==> src/rtl/pipe_mem_arbiter.sv <==
// Purpose: merges the CPU fetch port and MEM-stage data port onto one shared memory port.
// Latency: request seen in IDLE -> strobe next cycle; response flag one cycle after pmem_resp (2 cycles minimum).
// Backpressure: requests stay high until their held response is consumed by advance; one access in flight at a time.
// Optional: define ARB_ROUND_ROBIN_EN to alternate contested grants instead of fixed DATA_FIRST priority.
module pipe_mem_arbiter #(
  parameter int ADDR_W     = 16,
  parameter int DATA_W     = 16,
  parameter bit DATA_FIRST = 1'b1
) (
  input  logic              clk,
  input  logic              rst_n,
  input  logic              advance,
  input  logic              instruction_request,
  input  logic [ADDR_W-1:0] instruction_address,
  output logic [DATA_W-1:0] instr,
  output logic              instruction_response,
  input  logic              data_request,
  input  logic [ADDR_W-1:0] mem_address,
  input  logic              write_enable,
  input  logic [DATA_W-1:0] write_data,
  input  logic [1:0]        mem_byte_enable,
  output logic [DATA_W-1:0] mem_rdata,
  output logic              data_response,
  output logic [ADDR_W-1:0] pmem_address,
  output logic [DATA_W-1:0] pmem_wdata,
  output logic [1:0]        pmem_byte_enable,
  output logic              pmem_read,
  output logic              pmem_write,
  input  logic [DATA_W-1:0] pmem_rdata,
  input  logic              pmem_resp
);

  typedef enum logic [1:0] {
    IDLE    = 2'd0,
    IFETCH  = 2'd1,
    DACCESS = 2'd2
  } state_e;

  state_e              state_q, state_d;
  logic [ADDR_W-1:0]   addr_q, addr_d;
  logic [DATA_W-1:0]   wdata_q, wdata_d;
  logic [1:0]          be_q, be_d;
  logic                we_q, we_d;
  logic [DATA_W-1:0]   instr_q, instr_d;
  logic [ADDR_W-1:0]   iaddr_q, iaddr_d;
  logic                ivalid_q, ivalid_d;
  logic [DATA_W-1:0]   rdata_q, rdata_d;
  logic                dvalid_q, dvalid_d;

  logic dcand, icand, prefer_data, grant_data, grant_instr;
  logic ifetch_done, dacc_done;

  // A held word only answers the PC it was fetched for; a redirected PC sees no response.
  assign instruction_response = ivalid_q & (iaddr_q == instruction_address);
  assign data_response        = dvalid_q;
  assign instr                = instr_q;
  assign mem_rdata            = rdata_q;

  assign pmem_address     = addr_q;
  assign pmem_wdata       = wdata_q;
  assign pmem_byte_enable = be_q;
  assign pmem_read        = (state_q == IFETCH) | ((state_q == DACCESS) & ~we_q);
  assign pmem_write       = (state_q == DACCESS) & we_q;

  // A port competes only while it has no response already being held for it.
  assign dcand = data_request & ~dvalid_q;
  assign icand = instruction_request & ~instruction_response;

`ifdef ARB_ROUND_ROBIN_EN
  logic last_grant_q, last_grant_d;   // 1 = data won the last contested grant
  logic unused_data_first;
  assign unused_data_first = DATA_FIRST;
  assign prefer_data       = ~last_grant_q;

  // Only contested grants move the pointer, so uncontested traffic does not skew fairness.
  always_comb begin
    last_grant_d = last_grant_q;
    if ((state_q == IDLE) && dcand && icand) last_grant_d = grant_data;
  end

  // Round-robin pointer register.
  always_ff @(posedge clk or negedge rst_n) begin
    if (!rst_n) last_grant_q <= 1'b0;
    else        last_grant_q <= last_grant_d;
  end
`else
  assign prefer_data = DATA_FIRST;
`endif

  assign grant_data  = dcand & (~icand | prefer_data);
  assign grant_instr = icand & ~grant_data;

  // Next-state logic: arbitration in IDLE, completion handling, and response hold/clear rules.
  always_comb begin
    state_d     = state_q;
    addr_d      = addr_q;
    wdata_d     = wdata_q;
    be_d        = be_q;
    we_d        = we_q;
    instr_d     = instr_q;
    iaddr_d     = iaddr_q;
    ivalid_d    = ivalid_q;
    rdata_d     = rdata_q;
    dvalid_d    = dvalid_q;
    ifetch_done = 1'b0;
    dacc_done   = 1'b0;

    case (state_q)
      IDLE: begin
        if (grant_data) begin
          state_d = DACCESS;
          addr_d  = mem_address;
          wdata_d = write_data;
          we_d    = write_enable;
          be_d    = write_enable ? mem_byte_enable : 2'b11;
        end else if (grant_instr) begin
          state_d = IFETCH;
          addr_d  = instruction_address;
          wdata_d = '0;
          we_d    = 1'b0;
          be_d    = 2'b11;
        end
      end
      IFETCH: begin
        if (pmem_resp) begin
          state_d     = IDLE;
          ifetch_done = 1'b1;
        end
      end
      DACCESS: begin
        if (pmem_resp) begin
          state_d   = IDLE;
          dacc_done = 1'b1;
        end
      end
      default: state_d = IDLE;
    endcase

    // A completing fetch always lands; advance or a PC redirect only clears an older held word.
    if (ifetch_done) begin
      ivalid_d = 1'b1;
      iaddr_d  = addr_q;
      instr_d  = pmem_rdata;
    end else if (advance || (ivalid_q && (iaddr_q != instruction_address))) begin
      ivalid_d = 1'b0;
    end

    // Stores complete without touching the load-data register.
    if (dacc_done) begin
      dvalid_d = 1'b1;
      if (!we_q) rdata_d = pmem_rdata;
    end else if (advance || !data_request) begin
      dvalid_d = 1'b0;
    end
  end

  // State and datapath registers; reset abandons any in-flight access.
  always_ff @(posedge clk or negedge rst_n) begin
    if (!rst_n) begin
      state_q  <= IDLE;
      addr_q   <= '0;
      wdata_q  <= '0;
      be_q     <= '0;
      we_q     <= 1'b0;
      instr_q  <= '0;
      iaddr_q  <= '0;
      ivalid_q <= 1'b0;
      rdata_q  <= '0;
      dvalid_q <= 1'b0;
    end else begin
      state_q  <= state_d;
      addr_q   <= addr_d;
      wdata_q  <= wdata_d;
      be_q     <= be_d;
      we_q     <= we_d;
      instr_q  <= instr_d;
      iaddr_q  <= iaddr_d;
      ivalid_q <= ivalid_d;
      rdata_q  <= rdata_d;
      dvalid_q <= dvalid_d;
    end
  end

endmodule
==> config.mk <==
export PLATFORM = sky130hd
export DESIGN_NAME = pipe_mem_arbiter
export DESIGN_NICKNAME = d
export VERILOG_FILES = /design/src/rtl/pipe_mem_arbiter.sv
export SDC_FILE = /design/constraint.sdc
export NUM_CORES = 1
export LEC_CHECK = 0
export ABC_AREA = 1
export CORE_MARGIN = 2
export CORE_UTILIZATION = 48
export CTS_CLUSTER_DIAMETER = 80
export CTS_CLUSTER_SIZE = 24
export DETAILED_ROUTE_END_ITERATION = 12
export GPL_TIMING_DRIVEN = 0
export HOLD_SLACK_MARGIN = 0.03
export PLACE_DENSITY = 0.85
export SYNTH_ARGS = -nofsm -noshare
export SYNTH_HDL_FRONTEND = slang
export SYNTH_SLANG_ARGS = --single-unit
==> constraint.sdc <==
create_clock -name clk -period 3.6 [get_ports clk]
set_clock_uncertainty 0.15 [all_clocks]
set_input_delay 0.72 -clock clk [delete_from_list [all_inputs] [get_ports clk]]
set_output_delay 0.72 -clock clk [all_outputs]
set_load 0.05 [all_outputs]
==> impl_metrics.tcl <==
set metrics [dict create \
    status "finished clean" \
    fin_nets 718 \
    first_global_vias 3818 \
    cts_buffers 9 \
    ys_ff_latch 87 \
    clock_sinks 87 \
    synth_top_area_share_pct 55.1 \
    internal-power_mw 2.78 \
    pre_cts_ws_ns -0.160 \
    die_x_um 94.7 \
    cts_tree "done" \
    drv_cap 0 \
    design.core.area_um2 8090 \
    worstPathRequired_ns 2.73 \
    grt_max_degree 47 \
    yosysMostFrequentCell "nand2_1" \
    fin_cells 750 \
    numPortBuffers 142 \
    clk_path_buf_depth 2 \
    synth_area_leaders "dfrtp_1, nand2_1, o21ai_0" \
    hold_path.class "in2async" \
    period_needed_ns 3.43 \
    first_pass_iters 5 \
    avgSynthCellArea_um2 8.10 \
    hpwlAfterDp_um 8470 \
    dp_cells 736 \
    p_comb_share_pct 57.2 \
    path_class "in2out" \
    path_clk_slew_ns 0.08 \
    swShare_pct 49.9 \
    setup_viol 0 \
    die_height_um 94.7 \
    root_buffer "clkbuf_8" \
    yosysSeqAreaShare_pct 55.1 \
    cp-start-kind "input port" \
    worst_slack_ns 0.165 \
    boundaryPins 143 \
    drive_above_1_share_pct 4.50 \
    hold_viol 0 \
    post-route-util_pct 70.6 \
    synth_edf_count 0 \
    drcViolationCount 0 \
    wl_per_cell_um 15.2 \
    antenna_found_initial 0 \
    cellLeakagePower_nw 2.84 \
    critical_path_arrival_ns 2.56 \
    grt_pass1_wl_um 17900 \
    htreeDepth 3 \
    drv_slew 0 \
    hold_ws_ns 0.196 \
    clockPowerShare_pct 12.0 \
    vdd_drop_max_mv 0.604 \
    fp.dieArea_um2 8980 \
    initialDrtViolationCount 201 \
    yosysUniqueCellTypes 25 \
    start_util_pct 48.8 \
    n_antenna_cell 0 \
    async_flop_share_pct 100 \
    max_slew.worst_pin.slew_ns 0.575 \
    syn_nets 564 \
    drtAntennaViolNets 0 \
    cts_setup_buffers 0 \
    hold_buffers 0 \
    synthCells 488 \
    p_per_area_nw_per_um2 970 \
    critPathCaptureType "output pin" \
    max_slew_margin_pct 61.7 \
    synthFlopType "dfrtp_1" \
    synth_common_cells "nand2_1, dfrtp_1, inv_1" \
    fin_crit_sh_pct 95.4 \
    cp_max_fo 2 \
    gp_congestion 0.906 \
    grt_util_all_layers_pct 26.0 \
    insertion_delay_ns 0.35 \
    rsz0062_at_grt "false" \
    area_growth_pct 44.6 \
    seqPwrFrac_pct 30.8 \
    via_per_inst 5.13 \
    vias 3851 \
    timing.fmax_mhz 291 \
    grt.overflow.total 0 \
    yosys_warnings 0 \
    yosys.area.top_type "dfrtp_1" \
    synth_area_um2 3950 \
    wirelength_um 11400 \
    p_sw_mw 2.77 \
    num-fill-cells 665 \
    rows 33 \
]
-- cells in the final DEF (no fill, tap or decap), drive strengths merged --
cell / synthesis / routed
nand2: 169 / 169
clkdlybuf4s50: 0 / 140
dfrtp: 87 / 87
inv: 54 / 54
o21ai: 51 / 51
nand3: 39 / 39
nor2: 30 / 30
clkbuf: 13 / 23
a21oi: 15 / 15
buf: 9 / 11
nand4: 5 / 5
mux2: 3 / 3
ha: 3 / 3
nor3b: 2 / 2
nor3: 2 / 2
clkinv: 0 / 2
a21o: 1 / 1
xnor2: 1 / 1
o21a: 1 / 1
o2111ai: 1 / 1
a211oi: 1 / 1
nor4: 1 / 1
clkinvlp: 0 / 1
bufinv: 0 / 1
clkdlybuf4s15: 0 / 1
-- logic make-up after synthesis --
group                      Yosys count  synth area share (%)
adders and majority gates            3                 0.950
DFF                                 87                  55.1
and+or+nand+nor                    248                  25.9
xor gates and xnor gates             1                 0.222
buffers and inverters               76                  7.88
muxes                                3                 0.855
AOI/OAI and AO/OA                   70                  9.15
-- timing repair --
action | in CTS | in global routing
endpoints found under the setup margin | 1 | 1
resized for setup | 1 | 1
pin swaps | 0 | 0
-- worst paths after layout --
path	from	to	slack [ns]	cells past startpoint
worst max-delay path	instruction_address[15]	instruction_response	0.17	7
worst min-delay path	rst_n	pmem_address[6]	0.20	1
worst max register to register	state_q[1]	ivalid_q	1.42	6
worst min register to register	pmem_wdata[14]	pmem_wdata[14]	0.32	2
max in group asynchronous	rst_n	mem_rdata[4]	2.49	2
min in group clk	pmem_wdata[14]	pmem_wdata[14]	0.32	2
-- power groups by stage --
stage               combinational [mW]  clock [mW]  sequential (mW)
finish                            3.17       0.663             1.71
global route                      3.38       0.723             1.76
CTS                               3.19       0.676             1.71
detailed placement                3.18           0             1.72
global placement                  3.11           0             1.69
floorplan                        0.868           0             2.88
-- registers in the layout, indices dropped and copies added, names as in the netlist --
signal            cells
data_response         1
iaddr_q              16
instr                16
ivalid_q              1
mem_rdata            16
pmem_address         16
pmem_byte_enable      2
pmem_wdata           16
state_q               2
we_q                  1
-- through the flow --
stage | instance area, um2 | setup TNS, ns | power [mW]
finish | 5720 | 0 | 5.55
global route | 5720 | 0 | 5.87
CTS | 5710 | 0 | 5.57
detailed placement | 5530 | -0.160 | 4.89
global placement | 5510 | -121.34 | 4.80
floorplan | 3950 | 0 | 3.75
-- per-layer routing --
metal | routed length [um] | GRT usage (%)
met5 | 0 | 0
met4 | 204 | 8.70
met3 | 1170 | 8.70
met2 | 5500 | 42.7
met1 | 4490 | 32.2
-- critical path, stage by stage --
cell and delay [ns]:
clkdlybuf4s50_1 0.44, xnor2_1 0.26, nand3_1 0.13, nor3b_1 0.21, nand4_1 0.12, nor2_1 0.16, clkdlybuf4s15_1 0.51
-- layout make-up --
type	instances	area (um2)	area share (%)
plain buffers	22	109	1.90
clock buffers	10	138	2.41
clock inverters	4	47.5	0.832
inverters	54	203	3.55
multi-input cells	325	1460	25.6
flip-flops and latches	87	2180	38.1
well taps	105	131	2.30
repair buffers	143	1450	25.3
No activity file was read; power rests on OpenSTA's default activity.
